File: src/rtl/lbm_pkg.sv
// Shared types and helpers for the lattice sweep sequencer: FSM state encoding,
// default lattice size and the node-count helper used to find the last index.
package lbm_pkg;

    localparam int DEFAULT_GRID_DIM = 16;

    typedef enum logic [2:0] {
        IDLE,
        ISSUE,
        WAIT,
        PRESENT,
        DRAIN,
        ERROR,
        DONE
    } sweep_state_t;

    function automatic int node_count(input int grid_dim);
        return grid_dim * grid_dim;
    endfunction

endpackage

File: src/rtl/lattice_boundary_detect.sv
// Combinational lattice-edge detector: flags a node on row/column 0 or GRID_DIM-1.
// Only built when LBM_BOUNDARY_FLAG_EN is defined.
`ifdef LBM_BOUNDARY_FLAG_EN
module lattice_boundary_detect #(
    parameter int GRID_DIM      = 16,
    parameter int ADDRESS_WIDTH = $clog2(GRID_DIM * GRID_DIM)
) (
    input  logic [ADDRESS_WIDTH-1:0] row_i,
    input  logic [ADDRESS_WIDTH-1:0] col_i,
    output logic                     boundary_o
);

    localparam logic [ADDRESS_WIDTH-1:0] EDGE_MAX = ADDRESS_WIDTH'(GRID_DIM - 1);

    assign boundary_o = (row_i == '0) || (row_i == EDGE_MAX) ||
                        (col_i == '0) || (col_i == EDGE_MAX);

endmodule
`endif

File: src/rtl/lattice_sweep_sequencer.sv
// Sweeps node indices 0..GRID_DIM^2-1 through an external divider and streams
// (index,row,col) tuples out. LBM_BOUNDARY_FLAG_EN adds the node_boundary output.
module lattice_sweep_sequencer
    import lbm_pkg::*;
#(
    parameter int GRID_DIM      = DEFAULT_GRID_DIM,
    parameter int ADDRESS_WIDTH = $clog2(GRID_DIM * GRID_DIM)
) (
    input  logic                     Clk,
    input  logic                     Reset_n,
    input  logic                     sweep_start,
    input  logic                     sweep_abort,
    output logic                     sweep_busy,
    output logic                     sweep_done,
    output logic                     sweep_err,
    output logic                     div_start,
    output logic [ADDRESS_WIDTH-1:0] div_x,
    output logic [ADDRESS_WIDTH-1:0] div_y,
    input  logic                     div_busy,
    input  logic                     div_valid,
    input  logic                     div_dbz,
    input  logic                     div_ovf,
    input  logic [ADDRESS_WIDTH-1:0] div_q,
    input  logic [ADDRESS_WIDTH-1:0] div_r,
    output logic                     node_valid,
    input  logic                     node_ready,
    output logic [ADDRESS_WIDTH-1:0] node_index,
    output logic [ADDRESS_WIDTH-1:0] node_row,
    output logic [ADDRESS_WIDTH-1:0] node_col,
`ifdef LBM_BOUNDARY_FLAG_EN
    output logic                     node_boundary,
`endif
    output sweep_state_t             sweep_state
);

    localparam logic [ADDRESS_WIDTH-1:0] LAST_INDEX = ADDRESS_WIDTH'(node_count(GRID_DIM) - 1);
    localparam logic [ADDRESS_WIDTH-1:0] DIVISOR    = ADDRESS_WIDTH'(GRID_DIM);

    // Downstream handshake: a tuple transfers on a cycle where node_valid and
    // node_ready are both high; node_valid never depends on node_ready.
    sweep_state_t               state_q, state_d;
    logic [ADDRESS_WIDTH-1:0]   index_q, index_d;
    logic                       err_q, err_d;
    logic                       valid_q, valid_d;
    logic [ADDRESS_WIDTH-1:0]   tup_index_q, tup_row_q, tup_col_q;
    logic                       capture;

    always_comb begin
        state_d   = state_q;
        index_d   = index_q;
        err_d     = err_q;
        valid_d   = valid_q;
        capture   = 1'b0;
        div_start = 1'b0;
        case (state_q)
            IDLE: begin
                if (sweep_start) begin
                    index_d = '0;
                    err_d   = 1'b0;
                    state_d = ISSUE;
                end
            end
            ISSUE: begin
                if (sweep_abort) begin
                    state_d = DONE;
                end else if (!div_busy) begin
                    div_start = 1'b1;
                    state_d   = WAIT;
                end
            end
            WAIT: begin
                // A result arriving in the abort cycle needs no drain.
                if (sweep_abort) begin
                    state_d = div_valid ? DONE : DRAIN;
                end else if (div_valid) begin
                    if (div_dbz || div_ovf) begin
                        err_d   = 1'b1;
                        state_d = ERROR;
                    end else begin
                        capture = 1'b1;
                        valid_d = 1'b1;
                        state_d = PRESENT;
                    end
                end
            end
            PRESENT: begin
                if (sweep_abort) begin
                    valid_d = 1'b0;
                    state_d = DONE;
                end else if (node_ready) begin
                    valid_d = 1'b0;
                    if (index_q == LAST_INDEX) begin
                        state_d = DONE;
                    end else begin
                        index_d = index_q + 1'b1;
                        state_d = ISSUE;
                    end
                end
            end
            DRAIN: begin
                if (div_valid) begin
                    state_d = DONE;
                end
            end
            ERROR:   state_d = DONE;
            DONE:    state_d = IDLE;
            default: state_d = IDLE;
        endcase
    end

    always_ff @(posedge Clk or negedge Reset_n) begin
        if (!Reset_n) begin
            state_q <= IDLE;
            index_q <= '0;
            err_q   <= 1'b0;
            valid_q <= 1'b0;
        end else begin
            state_q <= state_d;
            index_q <= index_d;
            err_q   <= err_d;
            valid_q <= valid_d;
        end
    end

    always_ff @(posedge Clk or negedge Reset_n) begin
        if (!Reset_n) begin
            tup_index_q <= '0;
            tup_row_q   <= '0;
            tup_col_q   <= '0;
        end else if (capture) begin
            tup_index_q <= index_q;
            tup_row_q   <= div_q;
            tup_col_q   <= div_r;
        end
    end

`ifdef LBM_BOUNDARY_FLAG_EN
    logic boundary_next;
    logic boundary_q;

    lattice_boundary_detect #(
        .GRID_DIM      (GRID_DIM),
        .ADDRESS_WIDTH (ADDRESS_WIDTH)
    ) u_boundary_detect (
        .row_i      (div_q),
        .col_i      (div_r),
        .boundary_o (boundary_next)
    );

    always_ff @(posedge Clk or negedge Reset_n) begin
        if (!Reset_n) begin
            boundary_q <= 1'b0;
        end else if (capture) begin
            boundary_q <= boundary_next;
        end
    end

    assign node_boundary = boundary_q;
`endif

    // Abort withdraws a presented tuple in the same cycle, so it beats node_ready.
    assign node_valid  = valid_q & ~sweep_abort;
    assign node_index  = tup_index_q;
    assign node_row    = tup_row_q;
    assign node_col    = tup_col_q;
    assign sweep_busy  = (state_q != IDLE);
    assign sweep_done  = (state_q == DONE);
    assign sweep_err   = err_q;
    assign div_x       = index_q;
    assign div_y       = DIVISOR;
    assign sweep_state = state_q;

endmodule

File: config.mk
export PLATFORM = sky130hd
export DESIGN_NAME = lattice_sweep_sequencer
export DESIGN_NICKNAME = d
export VERILOG_FILES = /design/src/rtl/lbm_pkg.sv /design/src/rtl/lattice_boundary_detect.sv /design/src/rtl/lattice_sweep_sequencer.sv
export SDC_FILE = /design/constraint.sdc
export NUM_CORES = 1
export LEC_CHECK = 0
export CORE_MARGIN = 5
export CORE_UTILIZATION = 39
export DETAILED_ROUTE_END_ITERATION = 16
export GPL_TIMING_DRIVEN = 0
export HOLD_SLACK_MARGIN = 0.05
export PLACE_DENSITY = 0.81
export SKIP_LAST_GASP = 1
export SYNTH_ARGS = -nofsm -noshare
export SYNTH_HDL_FRONTEND = slang
export SYNTH_SLANG_ARGS = --single-unit
export TNS_END_PERCENT = 20
File: constraint.sdc
create_clock -name Clk -period 1.6 [get_ports Clk]
set_input_delay 0.16 -clock Clk [delete_from_list [all_inputs] [get_ports Clk]]
set_output_delay 0.16 -clock Clk [all_outputs]
set_load 0.02 [all_outputs]
### Yosys cells after proc, flatten, opt, wreduce, memory -nomap -nowiden

Cells that the tools add are included.

* register bits after elaboration: 37
* input bits: 25
* output and inout port bits: 48
* logic and storage cells: 74

* add/subtract/negate cells: 1
* equality and inequality tests: 19
* multiplexer cells: 35
* bitwise logic cells: 2
* reductions and logical operators: 10

Operator list (number)
* 8-bit two-way mux: 4
* 3-bit two-way mux: 10
* 5-bit AND reduction: 4
* 2-bit != test (second input constant): 9
* 3-bit case mux with 6 select lines: 1
* 1-bit two-way mux: 16
* 8-bit case mux with 2 select lines: 1
* 3-bit equality test (second input constant): 3
* 3-bit != test (second input constant): 3
* 8-bit by 1-bit adder with 8-bit output (second input constant): 1
* 8-bit equality test (second input constant): 1
* 3-bit by 2-bit equality test with 1-bit output (second input constant): 2
* 2-bit nonzero test: 3
* 1-bit case mux with 2 select lines: 2
* 3-bit by 1-bit equality test with 1-bit output (second input constant): 1
* 3-bit zero test: 1
* 3-bit nonzero test: 1
* 2-bit two-way mux: 1
* 1-bit AND: 1
* 1-bit logical OR: 1
* 1-bit inverter: 1

### Longest topological paths before layout

Gate-level depths: netlist (run 1).

* word-level depth: 5
* gate-level depth with buffers: 6
* gate-level depth less buffers: 5

### Least setup slack after synthesis (run 1)

Ideal clock, no wire load.

* path type: register -> output
* start point: register state_q[1] (netlist: sweep_state[1])
* end point: output div_start
* arrival time: 1.456 ns
* path slack: -0.016 ns
* stages on the path, launching flop included: 3
* buffers on the path: 1
* path through: dfrtp_1 > buf_2 > nor4b_1

* longest elaborated chain between the ends: 2

RTL lines
* start: declaration: RTL line lattice_sweep_sequencer.sv:41 `sweep_state_t state_q, state_d;`
* start signal: assignment: RTL line lattice_sweep_sequencer.sv:118 `state_q <= state_d;`
* 3-bit by 1-bit equality test with 1-bit output: RTL line lattice_sweep_sequencer.sv:55 `case (state_q)`
* 1-bit two-way mux: RTL line lattice_sweep_sequencer.sv:55
* end: declaration: RTL line lattice_sweep_sequencer.sv:16 `output logic div_start,`

No other way between the ends.

### Final worst setup path (run 1)

* start point: register index_q[3] (netlist: div_x[3])
* end point: output div_x[3]

RTL lines
* start: declaration: RTL line lattice_sweep_sequencer.sv:42 `logic [ADDRESS_WIDTH-1:0] index_q, index_d;`
* start signal: assignment: RTL line lattice_sweep_sequencer.sv:119 `index_q <= index_d;`
* end: declaration: RTL line lattice_sweep_sequencer.sv:17 `output logic [ADDRESS_WIDTH-1:0] div_x,`

No word-level cell between the ends.

==> run_results.csv, run 1 <==
group,metric,value,unit
clock_tree,cts_num_sinks,37,
routing,routed_via_density,5.103,
final_layout,fin_nets,273,
placed_design,dp_cells,287,
timing,min_period,1.606,ns
setup_path,cp_slowest_stage_delay,0.66,ns
placed_design,gp_congestion,0.8356,
final_layout,nFillCells,398,
clock_tree,cts_root_buf,"clkbuf_8",
timing,hold_viol,0,
placed_design,place_ws,-0.3124,ns
clock_tree,worstSkewPairLatency,0.29,ns
routing,drt-initial-drc-count,106,
grt,gr-usage-met2,24.83,%
final_layout,final_common_cell,"clkdlybuf4s50_1",
clock_tree,path_clk_slew,0.08,ns
logic_synthesis,ys_types,46,
logic_synthesis,yosysWarnings,0,
grt,grt_max_degree,38,
clock_tree,numCtsBuffers,5,
logic_synthesis,ys_top_cells_by_area,"dfrtp_1, mux2_1, buf_4",
die,die-area,0.006237,mm^2
setup_path,crit_chain,"clkdlybuf4s50_1",
placed_design,io_buffers,63,
timing,rsz0062_at_grt,"true",
logic_synthesis,async_flop_share,100.0,%
grt,grt_remaining_overflow,0,
logic_synthesis,synth_top_area_share,49.90,%
final_layout,stdcell_count,302,
grt,grt-busiest-layer,"met2",
timing,slew_viol_final,0,
final_layout,syn_to_final_growth,50.30,%
die,core_area,0.004661,mm^2
setup_path,cp.required,1.44,ns
run,drv_cap,0,
grt,track_usage,14.85,%
routing,vias,1541,
run_status,outcome,"finished with violations",
placed_design,hpwl,3187,um
setup_path,path_class,"reg2out",
timing,period_share,100.4,%
setup_path,arrival,1.45,ns
setup_path,cp-end-kind,"output port",
logic_synthesis,ys_seq_area_share,49.90,%
die,initial_utilization,39.81,%
clock_tree,htree_levels,2,
routing,finalWirelength,4467,um
routing,drc,0,
setup_path,crit_family,"buffers and inverters",
grt,grtUsageMet3,3.968,%
grt,grtUsageMet1,19.07,%
die,num_rows,25,
logic_synthesis,synth_top_cell_by_area,"dfrtp_1",
pwr,peakVddDrop,680.3,uV
timing,setup_viol_count_final,1,
logic_synthesis,syn_area,0.001856,mm^2
final_layout,num_antenna_cells,0,
setup_path,slowest_stage,"clkdlybuf4s50_1",
setup_path,path_buf_inv,1,
pwr,p_total,0.003530,W
final_layout,mostFrequentLayoutCells,"clkdlybuf4s50_1, dfrtp_1, mux2_1",
timing,slew_headroom,44.28,%
setup_path,cp_max_fo,7,
die,io_pins,73,
timing,whs,0.3808,ns
final_layout,drive_gt1_share,20.16,%
timing,fin_skew,0.006889,ns
logic_synthesis,syn_avg_cell_area,11.31,um^2
die,die_w,78.98,um
routing,post_drt_wl_per_cell,14.79,um
grt,grt_pass1_vias,1552,
routing,firstDrtPassIters,4,
run_status,violations,"setup timing",
timing,finalWorstSetupSlack,-0.006108,ns
pwr,static-leakage-power,1.254,nW
routing,ant_nets,0,
grt,grt_antenna_before_repair,0,
grt,grt_pass1_wl,7452,um
final_layout,fin_util,59.84,%
pwr,power.density,1266,mW/mm^2
timing,clock.fmax,622.6,MHz
logic_synthesis,syn_inst,164,
die,die_h,78.98,um
clock_tree,clockBufferDepth,2,
logic_synthesis,synthFlopType,"dfrtp_1",
clock_tree,cts_tree,"built",
logic_synthesis,synth_edf_count,0,
timing,tightest_slew,0.8359,ns
hold_path,min_path_type,"in2reg",
setup_path,startpoint_type,"flip-flop",
logic_synthesis,synth_seq_cells,37,
setup_path,rrSetupSlack,0.02,ns
[Yosys cell counts, drive strengths merged, types with 2 or more instances]
cell	n
nand3	8
inv	3
a21oi	9
conb	2
mux2	24
o21ai	8
nand2b	6
dfrtp	37
a31oi	6
buf	14
nor2	8
and3	2
nor3	2
nor2b	2
nand2	10
[worst min-delay path, cell delays in order]
cell and delay (ns):
buf_2 0.17, o21ai_0 0.18, nand2_1 0.05, o21ai_0 0.07
[kinds of logic (layout without fill, tap and decap cells)]
family | count (synthesis) | in the layout | share of synthesized area [%]
AOI/OAI and AO/OA | 38 | 38 | 14.16
adders and majority gates | 1 | 1 | 0.6742
buffers and inverters | 18 | 96 | 6.473
DFF | 37 | 37 | 49.90
muxes | 25 | 25 | 15.10
other | 2 | 8 | 0.4047
and+or+nand+nor | 43 | 43 | 13.29
[state kept, by name, indices dropped and copies added (netlist names)]
signal / cells
div_x: 8
node_col: 8
node_index: 8
node_row: 8
sweep_err: 1
sweep_state: 3
valid_q: 1
[timing repair]
action	in CTS	in global routing
hold buffers	1	0
setup endpoints to repair	24	41
setup buffers	5	0
cloned	1	0
hold endpoints to repair	37	0
gates resized for setup	14	8
pin swaps	1	1
[through the flow]
| step | setup TNS [ns] | instance area [um^2] |
|---|---|---|
| final | -0.006108 | 2789 |
| after detailed placement | -6.422 | 2579 |
| after CTS | -0.4600 | 2765 |
| after floorplan | 0 | 1886 |
| after global routing | -1.594 | 2789 |
| after global placement | -25.22 | 2584 |
[power by group]
part	total (W)	switching, W	internal [W]	leakage, nW
Combinational	0.00158	0.000819	0.000763	0.711
Sequential	0.00126	0.000128	0.00113	0.492
Clock	0.000686	0.000337	0.000349	0.0512
Total	0.00353	0.00128	0.00225	1.25
[final cells by class]
cell class,count,area (um^2),share of cell area [%]
Timing Repair Buffer,70,694.4,24.90
Sequential cell,37,929.6,33.33
Clock buffer,6,82.58,2.961
Clock inverter,2,13.76,0.4935
Tap cell,54,67.56,2.423
Inverter,3,11.26,0.4038
Multi-Input combinational cell,115,870.8,31.22
Buffer,15,118.9,4.262
[path summary, 6_finish.rpt]
kind	endpoint	depth (start not counted)	from
hold / removal	valid_q$_DFFE_PN0P_	4	sweep_abort
min in group asynchronous	node_index[3]$_DFFE_PN0P_	2	Reset_n
hold reg to reg	node_index[3]$_DFFE_PN0P_	1	node_index[3]$_DFFE_PN0P_
max in group asynchronous	div_x[1]$_DFFE_PN0P_	2	Reset_n
setup / recovery	div_x[3]	1	div_x[3]$_DFFE_PN0P_
setup reg to reg	node_col[0]$_DFFE_PN0P_	6	sweep_state[2]$_DFFE_PN0P_
[routing by layer]
layer	vias to the layer above	share of wire, %
li1	757	-
met1	726	43
met2	52	49
met3	6	6.8
met4	0	1.2
met5	-	0
(Power assumes the default switching activity.)
==> inputs of run 2 (changes only) <==
--- a/config.mk
+++ b/config.mk
@@ -7,11 +7,13 @@
 export LEC_CHECK = 0
 export CORE_MARGIN = 5
 export CORE_UTILIZATION = 39
+export CTS_CLUSTER_DIAMETER = 200
 export DETAILED_ROUTE_END_ITERATION = 16
 export GPL_TIMING_DRIVEN = 0
 export HOLD_SLACK_MARGIN = 0.05
 export PLACE_DENSITY = 0.81
 export SKIP_LAST_GASP = 1
+export SLEW_MARGIN = 20
 export SYNTH_ARGS = -nofsm -noshare
 export SYNTH_HDL_FRONTEND = slang
 export SYNTH_SLANG_ARGS = --single-unit
==> run 2 against run 1 <==
Compared with the run above:
- the flow still finishes with violations (setup timing)
- via count up 0.65%
- non-clock buffer count down 1
- die area unchanged
- combinational power about the same
- sequential power about the same
- wire length down 0.58%
- sequential share of layout area about the same
- critical path type unchanged
- worst setup slack worse by 0.0094 ns
- hold slack worse by 0.10 ns
- utilization up 0.19 points
- first-iteration DRC count down 37%
- global-route usage down 0.076 points
==> run_results.csv, run 2 (synthesized netlist as in run 1, its figures left out) <==
group,metric,value,unit
clock_tree,htree_levels,2,
final_layout,stdcell_count,301,
final_layout,design_area,0.002798,mm^2
run_status,outcome,"finished with violations",
timing,fin_skew,0.001291,ns
routing,finalWirelength,4441,um
routing,drc,0,
run_status,violations,"setup timing",
setup_path,path_class,"reg2out",
clock_tree,clockBufferDepth,2,
grt,grt_pass1_vias,1517,
pwr,power.density,1321,mW/mm^2
routing,post_drt_wl_per_cell,14.75,um
hold_path,min_path_type,"in2async",
die,initial_utilization,39.81,%
final_layout,final_common_cell,"clkdlybuf4s50_1",
die,io_pins,73,
grt,grt_max_degree,29,
grt,grt_pass1_wl,7320,um
clock_tree,worstSkewPairLatency,0.29,ns
die,die-area,0.006237,mm^2
grt,grt_antenna_before_repair,0,
setup_path,arrival,1.46,ns
clock_tree,path_clk_slew,0.07,ns
timing,finalWorstSetupSlack,-0.01552,ns
clock_tree,numCtsBuffers,5,
timing,min_period,1.616,ns
final_layout,syn_to_final_growth,50.78,%
pwr,p_switching,0.001291,W
timing,rsz0062_at_grt,"true",
pwr,seqPwrFrac,34.5,%
routing,vias,1551,
run,drv_cap,0,
setup_path,r2r_start,"sweep_state[2]$_DFFE_PN0P_",
clock_tree,cts_num_sinks,37,
clock_tree,cts_tree,"built",
final_layout,mostFrequentLayoutCells,"clkdlybuf4s50_1, dfrtp_1, mux2_1",
pwr,static-leakage-power,1.245,nW
setup_path,r2r_end,"node_col[7]$_DFFE_PN0P_",
clock_tree,cts_root_buf,"clkbuf_8",
timing,slew_viol_final,0,
pwr,switching_share,34.91,%
die,die_w,78.98,um
die,die_h,78.98,um
setup_path,cp.required,1.44,ns
timing,clock.fmax,619.0,MHz
grt,track_usage,14.78,%
routing,routed_via_density,5.153,
placed_design,place_ws,-0.3141,ns
pwr,p_clk_share,22.6,%
placed_design,gp_congestion,0.8356,
routing,drt-initial-drc-count,67,
routing,ant_nets,0,
final_layout,num_antenna_cells,0,
setup_path,cp-endpoint,"node_valid",
die,num_rows,25,
placed_design,hpwl,3259,um
setup_path,worstRegToRegCells,5,
timing,setup_viol_count_final,2,
setup_path,rrSetupSlack,0.01,ns
setup_path,crit_start,"valid_q$_DFFE_PN0P_",
die,core_area,0.004661,mm^2
timing,tns,-0.01958,ns
setup_path,cp_max_fo,3,
placed_design,dp_cells,288,
pwr,combPwrFrac,42.9,%
timing,hold_viol,0,
placed_design,placed_cell_area,0.002599,mm^2
setup_path,startpoint_type,"flip-flop",
final_layout,fin_nets,272,
pwr,intPower,0.002406,W
grt,grt_remaining_overflow,0,
setup_path,cp-end-kind,"output port",
timing,period_share,101.0,%
pwr,p_total,0.003697,W
routing,firstDrtPassIters,4,
pwr,peakVddDrop,717.1,uV
placed_design,io_buffers,63,
final_layout,drive_gt1_share,19.84,%
-- run 2: critical path: stages, from the launching register on --
cell	delay [ns]
dfrtp_1	0.36
nor2b_1	0.18
clkdlybuf4s50_1	0.63
-- run 2: worst min path at each step --
stage | end | depth (start not counted) | slack [ns]
after detailed placement | node_index[5]$_DFFE_PN0P_ | 1 | 0.06
final | node_index[5]$_DFFE_PN0P_ | 2 | 0.28
after global routing | node_index[5]$_DFFE_PN0P_ | 2 | 0.29
after global placement | node_index[3]$_DFFE_PN0P_ | 1 | 0.47
after floorplan | div_x[0]$_DFFE_PN0P_ | 0 | -0.14
after CTS | node_index[5]$_DFFE_PN0P_ | 2 | 0.29
-- run 2: per-layer routing --
metal / vias to the layer above / routed length [um] / global-route usage (%)
li1: 754 / - / -
met2: 49 / 2207 / 23.99
met3: 4 / 321 / 4.649
met4: 0 / 44 / 4.124
met5: - / 0 / 0
met1: 744 / 1867 / 18.99
-- run 2: repair_timing --
item / CTS / global route
endpoints found under the setup margin: 24 / 42
pin swaps: 1 / 2
buffers inserted: 3 / 1
endpoints found under the hold margin: 37 / 0
gates resized for setup: 13 / 11
hold buffers: 1 / 0
gates cloned: 0 / 0
-- run 2: final cells by class --
cell class	count	area, um^2
repair buffers	69	674.4
fillers	409	1863
clock buffers	7	86.33
plain buffers	15	118.9
flip-flops and latches	37	932.1
clock inverters	1	30.03
multi-input cells	115	877.1
inverters	3	11.26
well taps	54	67.56
-- run 2: power by group through the flow --
stage                     logic, W  registers [W]  clock network, W
after floorplan           0.000648        0.00150                 0
after global placement     0.00151        0.00128                 0
after detailed placement   0.00154        0.00129                 0
after CTS                  0.00159        0.00127          0.000860
after global routing       0.00173        0.00130          0.000899
final                      0.00159        0.00128          0.000835
-- run 2: per-stage QoR --
stage                     hold WS (ns)  util (%)
after floorplan                -0.1356         -
after global placement          0.4660     55.44
after detailed placement       0.05755     55.76
after CTS                       0.2876     59.09
after global routing            0.2943     60.03
final                           0.2807     60.03
